--- src/rtl/rx_bit_sequencer.sv ---
// rtl/rx_bit_sequencer.sv - receive frame timing: start/data/stop sequencing with mid-bit strobes
module rx_bit_sequencer #(
  parameter int NUM_CNT_BITS = 8,
  parameter int NUM_BIT_BITS = 4
) (
  input  logic                    clk,
  input  logic                    n_rst,
  input  logic                    start_detected,
  input  logic                    serial_in,
  input  logic [NUM_CNT_BITS-1:0] clks_per_bit,
  input  logic [NUM_BIT_BITS-1:0] num_data_bits,
  input  logic                    abort,
  output logic                    busy,
  output logic                    sample_strobe,
  output logic                    shift_strobe,
  output logic [NUM_BIT_BITS-1:0] bit_index,
  output logic                    frame_done,
  output logic                    framing_error
);

  localparam logic [1:0] IDLE  = 2'd0;
  localparam logic [1:0] START = 2'd1;
  localparam logic [1:0] DATA  = 2'd2;
  localparam logic [1:0] STOP  = 2'd3;

  logic [1:0]              state_q, state_d;
  logic [NUM_CNT_BITS-1:0] cnt_q, cnt_d;
  logic [NUM_CNT_BITS-1:0] c_q, c_d;
  logic [NUM_BIT_BITS-1:0] n_q, n_d;
  logic [NUM_BIT_BITS-1:0] bit_index_q, bit_index_d;
  logic                    frame_done_q, frame_done_d;
  logic                    framing_error_q, framing_error_d;

  logic [NUM_CNT_BITS-1:0] half;
  logic                    cnt_wrap;

  // Strobes decode registered state only, so serial_in never reaches them combinationally.
  assign half          = c_q >> 1;
  assign cnt_wrap      = (cnt_q == c_q);
  assign sample_strobe = (state_q != IDLE) && (cnt_q == half);
  assign shift_strobe  = (state_q == DATA) && sample_strobe;

  assign busy          = (state_q != IDLE);
  assign bit_index     = bit_index_q;
  assign frame_done    = frame_done_q;
  assign framing_error = framing_error_q;

  always_comb begin
    state_d         = state_q;
    c_d             = c_q;
    n_d             = n_q;
    frame_done_d    = 1'b0;
    framing_error_d = 1'b0;
    bit_index_d     = shift_strobe ? bit_index_q + NUM_BIT_BITS'(1) : bit_index_q;
    if (state_q == IDLE) begin
      cnt_d = '0;
    end else begin
      cnt_d = cnt_wrap ? NUM_CNT_BITS'(1) : cnt_q + NUM_CNT_BITS'(1);
    end

    if (abort) begin
      state_d = IDLE;
      cnt_d   = '0;
    end else begin
      case (state_q)
        IDLE: begin
          if (start_detected) begin
            state_d     = START;
            cnt_d       = NUM_CNT_BITS'(1);
            bit_index_d = '0;
            c_d         = (clks_per_bit < NUM_CNT_BITS'(2)) ? NUM_CNT_BITS'(2) : clks_per_bit;
            n_d         = (num_data_bits == '0) ? NUM_BIT_BITS'(1) : num_data_bits;
          end
        end
        START: begin
          if (sample_strobe && serial_in) begin
            state_d = IDLE;
            cnt_d   = '0;
          end else if (cnt_wrap) begin
            state_d = DATA;
          end
        end
        DATA: begin
          if (cnt_wrap && (bit_index_q == n_q)) begin
            state_d = STOP;
          end
        end
        STOP: begin
          // Leave at the stop sample point rather than the period end for early resync.
          if (sample_strobe) begin
            state_d         = IDLE;
            cnt_d           = '0;
            frame_done_d    = serial_in;
            framing_error_d = ~serial_in;
          end
        end
        default: begin
          state_d = IDLE;
          cnt_d   = '0;
        end
      endcase
    end
  end

  always_ff @(posedge clk or negedge n_rst) begin
    if (!n_rst) begin
      state_q         <= IDLE;
      cnt_q           <= '0;
      c_q             <= NUM_CNT_BITS'(2);
      n_q             <= NUM_BIT_BITS'(1);
      bit_index_q     <= '0;
      frame_done_q    <= 1'b0;
      framing_error_q <= 1'b0;
    end else begin
      state_q         <= state_d;
      cnt_q           <= cnt_d;
      c_q             <= c_d;
      n_q             <= n_d;
      bit_index_q     <= bit_index_d;
      frame_done_q    <= frame_done_d;
      framing_error_q <= framing_error_d;
    end
  end

endmodule
--- config.mk ---
export PLATFORM = sky130hd
export DESIGN_NAME = rx_bit_sequencer
export DESIGN_NICKNAME = d
export VERILOG_FILES = /design/src/rtl/rx_bit_sequencer.sv
export SDC_FILE = /design/constraint.sdc
export NUM_CORES = 1
export LEC_CHECK = 0
export ABC_AREA = 0
export CORE_MARGIN = 1.5
export CORE_UTILIZATION = 50
export DETAILED_ROUTE_END_ITERATION = 8
export PLACE_DENSITY = 0.76
export SLEW_MARGIN = 20
export SYNTH_ARGS = -nofsm -noshare
export SYNTH_HDL_FRONTEND = slang
export SYNTH_SLANG_ARGS = --single-unit
--- constraint.sdc ---
create_clock -name clk -period 2.2 [get_ports clk]
set_input_delay 0.22 -clock clk [delete_from_list [all_inputs] [get_ports clk]]
set_output_delay 0.22 -clock clk [all_outputs]
set_load 0.03 [all_outputs]
==> impl_metrics.env, run 1 <==
export IMPL_gp_congestion=0.925
export IMPL_grt_overflow_total=0
export IMPL_drt_total_wl_um=3410
export IMPL_p_leak_nw=0.921
export IMPL_grt_max_degree=29
export IMPL_cp_num_buf_inv=3
export IMPL_grt_pass1_vias=1313
export IMPL_final_cells=229
export IMPL_cts_tree="yes"
export IMPL_hpwl_um=2580
export IMPL_hold_class="in2async"
export IMPL_synth_top_area_cell="dfrtp_1"
export IMPL_syn2layout_area_growth_pct=27.6
export IMPL_critical_path_class="reg2out"
export IMPL_max_freq_mhz=477
export IMPL_synth_warnings=0
export IMPL_start_util_pct=53.9
export IMPL_synth_area_mm2=0.00152
export IMPL_vdd_ir_drop_max_uv=575
export IMPL_core_mm2=0.00283
export IMPL_drc=2
export IMPL_antenna_found_initial=0
export IMPL_final_layout_size_suffix_gt1_share_pct=13.1
export IMPL_drtIter0Drc=40
export IMPL_clock_sinks=28
export IMPL_vias_per_cell=5.59
export IMPL_dieArea_mm2=0.00339
export IMPL_n_fill_cell=218
export IMPL_holdBufCountCts=0
export IMPL_critPathSlowestCell="dfstp_2"
export IMPL_htreeDepth=1
export IMPL_io_pins=26
export IMPL_synth_top_area_share_pct=42.7
export IMPL_num_vias=1281
export IMPL_status="complete, but fails checks"
export IMPL_critical_path_required_ns=1.98
export IMPL_hold_viol=0
export IMPL_synth_yosys_seq_area_share_pct=46.1
export IMPL_fin_skew_ns=0.00375
export IMPL_drt_antenna_violating_nets=0
export IMPL_arrival_ns=1.88
export IMPL_slew_violations=0
export IMPL_cts_reportedPaths_clkPinSlew_ns=0.16
export IMPL_min_period_over_period_pct=95.4
export IMPL_cp_max_fo=4
export IMPL_p_per_area_mw_per_mm2=887
export IMPL_cap_viol_max_count=0
export IMPL_multi_input_comb_area_um2=779
export IMPL_synth_area_top_cells="dfrtp_1, xor2_1, nand2_1"
export IMPL_routedWlPerCell_um=14.9
export IMPL_cp_slowest_stage_delay_ns=0.61
export IMPL_worstMarginPinSlew_ns=0.483
export IMPL_fin_crit_ns=2.10
export IMPL_fin_util_pct=68.7
export IMPL_reg2reg_depth=7
export IMPL_violations="DRC"
export IMPL_grt_pass1_wl_um=6010
export IMPL_startpoint_type="register"
export IMPL_die_h_um=58.2
export IMPL_clock_latency_ns=0.35
export IMPL_place_inst=223
export IMPL_fin_nets=218
export IMPL_crit_top_cell="buf_4"
export IMPL_path_depth=6
export IMPL_rows=19
export IMPL_cts_buffer_depth=2
export IMPL_dr_pass1_iters=6
export IMPL_numCtsBuffers=3
export IMPL_synth_seq_cells=28
export IMPL_setup_viol=0
export IMPL_dieWidth_um=58.2
export IMPL_end_kind="output pin"
export IMPL_cp_cell_sequence="xor2_1 > nor4_4 > buf_4 > nand3_2 > inv_1 > buf_4"
export IMPL_cts_root_buffer="clkbuf_4"
export IMPL_synth_cell_types=32
export IMPL_grt_usage_pct=23.7
export IMPL_regArea_um2=703
export IMPL_timing_slew_headroom_pct=67.7
export IMPL_critPathTopFamily="flip-flops"
export IMPL_diodes=0
export IMPL_avgSynthCellArea_um2=9.47
export IMPL_syn_inst=161
export IMPL_synth_nets=180
export IMPL_port_buffers=25
## cell type report
cell class,instances,share of cell area (%)
multi-input cells,121,40.1
clock inverters,1,1.54
clock buffers,3,1.16
flip-flops and latches,28,36.2
inverters,6,1.16
repair buffers,39,17.9
well taps,31,1.99
## where the power goes
group	switching, mW	leakage, nW	total (mW)	internal [mW]
combinational	0.342	0.526	0.624	0.282
sequential	0.117	0.367	0.750	0.633
clock	0.165	0.0279	0.350	0.185
total	0.624	0.921	1.72	1.10
## stage by stage
step	hold slack (ns)	worst slack [ns]	setup TNS, ns	total power [mW]	cell area, µm²
4_1_cts	0.230	0.00161	0	1.69	1930
5_1_grt	0.238	-0.0117	-0.0117	1.84	1940
3_3_place_gp	0.456	0.130	0	1.31	1870
3_5_place_dp	0.474	0.0961	0	1.35	1870
6_report	0.217	0.101	0	1.72	1940
2_1_floorplan	-0.0756	0.422	0	1.16	1520
## metal layers
metal | track usage [%] | up-vias | wire, µm
li1 | - | 615 | -
met1 | 30.5 | 615 | 1460
met2 | 39.9 | 41 | 1700
met3 | 5.13 | 10 | 160
met4 | 7.64 | 0 | 81
met5 | 0 | - | 0
## flip-flops by register name (all words and copies together) (netlist names)
register / flops
bit_index: 4
c_q: 8
cnt_q: 8
frame_done: 1
framing_error: 1
n_q: 4
state_q: 2
## synthesized netlist by cell type
library cell   n
or4_1          1
o41ai_1        1
nand3b_1       1
nand3_2        1
or3_1          1
mux2i_1        1
xnor2_1       10
nand3_1        9
buf_6          1
nand4_1        5
nor2b_1        2
o21ai_1        4
and3_1         3
nor4_1         1
dfstp_2        2
nor2_1         9
o22a_1         1
a32oi_2        1
ha_1           2
a2111o_1       1
nand2_1       32
inv_1          6
o21ai_0        1
nor4_4         2
dfrtp_1       26
nor3b_1        1
a31oi_1        1
a21oi_1        3
nor3_1         8
clkbuf_1       5
xor2_1        18
o21bai_1       1
## timing repair
item                                    CTS  global route
pin swaps                                 0             1
endpoints found under the setup margin    2             8
resized for setup                         4             8
cloned                                    0             0
setup buffers                             0             2
## final timing paths
check | startpoint | end | slack, ns
min reg2reg | n_q[0] | n_q[0] | 0.49
max | c_q[1] | shift_strobe | 0.10
min | n_rst | frame_done | 0.22
max reg2reg | c_q[1] | bit_index[3] | 0.17
min in group clk | clks_per_bit[0] | c_q[0] | 0.39
max in group asynchronous | n_rst | n_q[0] | 1.68
## kinds of logic (layout without fill, tap and decap cells)
| group | Yosys count | in the layout | share of synthesized area (%) |
|---|---|---|---|
| AOI/OAI and AO/OA | 14 | 14 | 6.49 |
| xor gates and xnor gates | 28 | 28 | 16.1 |
| adders and majority gates | 2 | 2 | 1.64 |
| buffers and inverters | 12 | 49 | 3.45 |
| DFF | 28 | 28 | 46.1 |
| muxes | 1 | 1 | 0.657 |
| and+or+nand+nor | 76 | 76 | 25.5 |
## placed cells by master, fill, tap and decap left out, types with 2 or more instances in the layout
cell / synthesis / routed
and3_1: 3 / 3
nor2b_1: 2 / 2
clkbuf_4: 0 / 3
xnor2_1: 10 / 10
ha_1: 2 / 2
nand2_1: 32 / 32
dfrtp_1: 26 / 26
o21ai_1: 4 / 4
a21oi_1: 3 / 3
nor2_1: 9 / 9
dfstp_2: 2 / 2
nand4_1: 5 / 5
nor3_1: 8 / 8
xor2_1: 18 / 18
nor4_4: 2 / 2
nand3_1: 9 / 9
buf_4: 0 / 15
inv_1: 6 / 6
clkdlybuf4s50_1: 0 / 23
Power figures use the tool's default switching activity.
==> run 2, diff against run 1 <==
--- a/config.mk
+++ b/config.mk
@@ -6,6 +6,7 @@
 export NUM_CORES = 1
 export LEC_CHECK = 0
 export ABC_AREA = 0
+export CORE_ASPECT_RATIO = 2
 export CORE_MARGIN = 1.5
 export CORE_UTILIZATION = 50
 export DETAILED_ROUTE_END_ITERATION = 8
==> impl_metrics.env, run 2 (same netlist as run 1, synthesis figures left out) <==
export IMPL_status="completed"
export IMPL_drt_total_wl_um=3480
export IMPL_critPathSlowestCell="dfrtp_1"
export IMPL_critical_path_class="reg2out"
export IMPL_final_common_cell="nand2_1"
export IMPL_whs_ns=0.316
export IMPL_slew_violations=0
export IMPL_fin_skew_ns=0.00791
export IMPL_grt_max_degree=29
export IMPL_grt_pass1_vias=1328
export IMPL_reg_largest_list="c_q x8, cnt_q x8"
export IMPL_io_pins=26
export IMPL_vias_per_cell=5.61
export IMPL_final_setup_tns_ns=0
export IMPL_drc=0
export IMPL_grt_overflow_total=0
export IMPL_power_frac_seq_pct=44.4
export IMPL_cts_root_buffer="clkbuf_8"
export IMPL_gp_congestion=0.848
export IMPL_rsz0062_at_grt="false"
export IMPL_start_util_pct=51.8
export IMPL_cts_setup_buffers=0
export IMPL_arrival_ns=1.84
export IMPL_hold_viol=0
export IMPL_dr_pass1_iters=4
export IMPL_cp_cell_sequence="xor2_1 > nor4_4 > buf_4 > nand2_1 > nor2_1 > buf_4"
export IMPL_syn2layout_area_growth_pct=24.2
export IMPL_routedWlPerCell_um=15.7
export IMPL_cp_num_buf_inv=2
export IMPL_grt_pass1_wl_um=5900
export IMPL_p_per_area_mw_per_mm2=891
export IMPL_cap_viol_max_count=0
export IMPL_p_int_mw=1.07
export IMPL_timing_slew_headroom_pct=64.6
export IMPL_setup_viol=0
export IMPL_fin_nets=212
export IMPL_cp_slowest_stage_delay_ns=0.45
export IMPL_r2r_start="cnt_q[3]"
export IMPL_cts_buffer_depth=2
export IMPL_htreeDepth=1
export IMPL_drtIter0Drc=20
export IMPL_dieWidth_um=42.0
export IMPL_diodes=0
export IMPL_num_vias=1246
export IMPL_antenna_found_initial=0
export IMPL_hold_class="in2async"
export IMPL_clock_latency_ns=0.27
export IMPL_port_buffers=25
export IMPL_die_h_um=81.1
export IMPL_cts_reportedPaths_clkPinSlew_ns=0.09
export IMPL_clock_sinks=28
export IMPL_p_switching_mw=0.617
export IMPL_vdd_ir_drop_max_uv=863
export IMPL_final_layout_size_suffix_gt1_share_pct=9.90
export IMPL_p_leak_nw=0.893
export IMPL_p_comb_share_pct=36.9
export IMPL_fin_crit_ns=2.06
export IMPL_fin_util_pct=64.3
export IMPL_fin_ws_ns=0.138
export IMPL_power_frac_clock_pct=18.7
export IMPL_startpoint_type="register"
export IMPL_min_period_over_period_pct=93.7
export IMPL_critical_path_required_ns=1.98
export IMPL_cp_max_fo=5
export IMPL_max_freq_mhz=485
export IMPL_cts_tree="yes"
export IMPL_critPathTopFamily="simple AND/OR/NAND/NOR gates"
export IMPL_hpwl_um=2770
export IMPL_grt_usage_pct=22.8
export IMPL_mostFrequentLayoutCells="nand2_1, dfrtp_1, clkdlybuf4s50_1"
export IMPL_switching_share_pct=36.6
export IMPL_end_kind="output pin"
export IMPL_rows=28
export IMPL_core_mm2=0.00294
export IMPL_worstMarginPinSlew_ns=0.530
export IMPL_dpl_worst_slack_ns=0.178
export IMPL_dieArea_mm2=0.00341
export IMPL_holdBufCountCts=0
export IMPL_drt_antenna_violating_nets=0
export IMPL_numCtsBuffers=3
export IMPL_worstSetupStartpoint="cnt_q[3]"
export IMPL_crit_top_cell="buf_4"
## run 2: cell count changes in the layout (fill, tap and decap cells not counted), sizes merged
cell / previous run / this run
buf: 16 / 9
bufinv: 1 / 0
clkbuf: 3 / 4
dlygate4sd2: 0 / 1
## run 2: worst register-to-register path, cell delays in order, from the launching register on
cell     delay, ns
dfrtp_1       0.45
xor2_1        0.19
nor4_4        0.34
buf_4         0.19
nand2_1       0.10
a32oi_2       0.50
o21ai_1       0.14
## run 2: cell type report
cell class                 count  area (µm²)
fill                         247        1050
multi-input combinational    121         768
sequential                    28         703
timing repair buffer          33         307
clock buffer                   4        55.1
tap                           30        37.5
inverter                       6        22.5
## run 2: stage by stage
step	power (mW)	cell area [µm²]	cells
final	1.69	1890	222
after global placement	1.35	1840	218
after global routing	1.80	1890	222
after CTS	1.69	1890	222
after floorplan	1.16	1520	161
after detailed placement	1.38	1840	218
## run 2: path summary, 6_finish.rpt
check                           endpoint  slack (ns)  depth (start not counted)
setup / recovery           sample_strobe        0.14                          6
hold / removal                  cnt_q[5]        0.32                          2
min in group clk                  n_q[0]        0.49                          2
setup reg to reg                cnt_q[0]        0.14                          6
hold reg to reg                   n_q[0]        0.49                          2
max in group asynchronous         c_q[1]        1.58                          2
## run 2: power groups by stage
stage / Sequential, mW / Clock (mW) / Combinational (mW)
after floorplan: 0.734 / 0 / 0.423
after global placement: 0.750 / 0 / 0.601
after detailed placement: 0.758 / 0 / 0.624
after CTS: 0.748 / 0.321 / 0.626
after global routing: 0.766 / 0.338 / 0.692
final: 0.749 / 0.315 / 0.623
## run 2: timing repair
action                     in CTS  in global routing
hold endpoints to repair        0                  0
setup endpoints to repair       1                  0
gates resized for setup         1                  0
## run 2: metal layers
layer | vias to the layer above | GRT usage [%] | share of wire [%]
met5 | - | 0 | 0
met4 | 0 | 11.6 | 3.6
met3 | 8 | 3.11 | 2.2
met2 | 30 | 43.3 | 57
met1 | 603 | 23.7 | 37
li1 | 605 | - | -
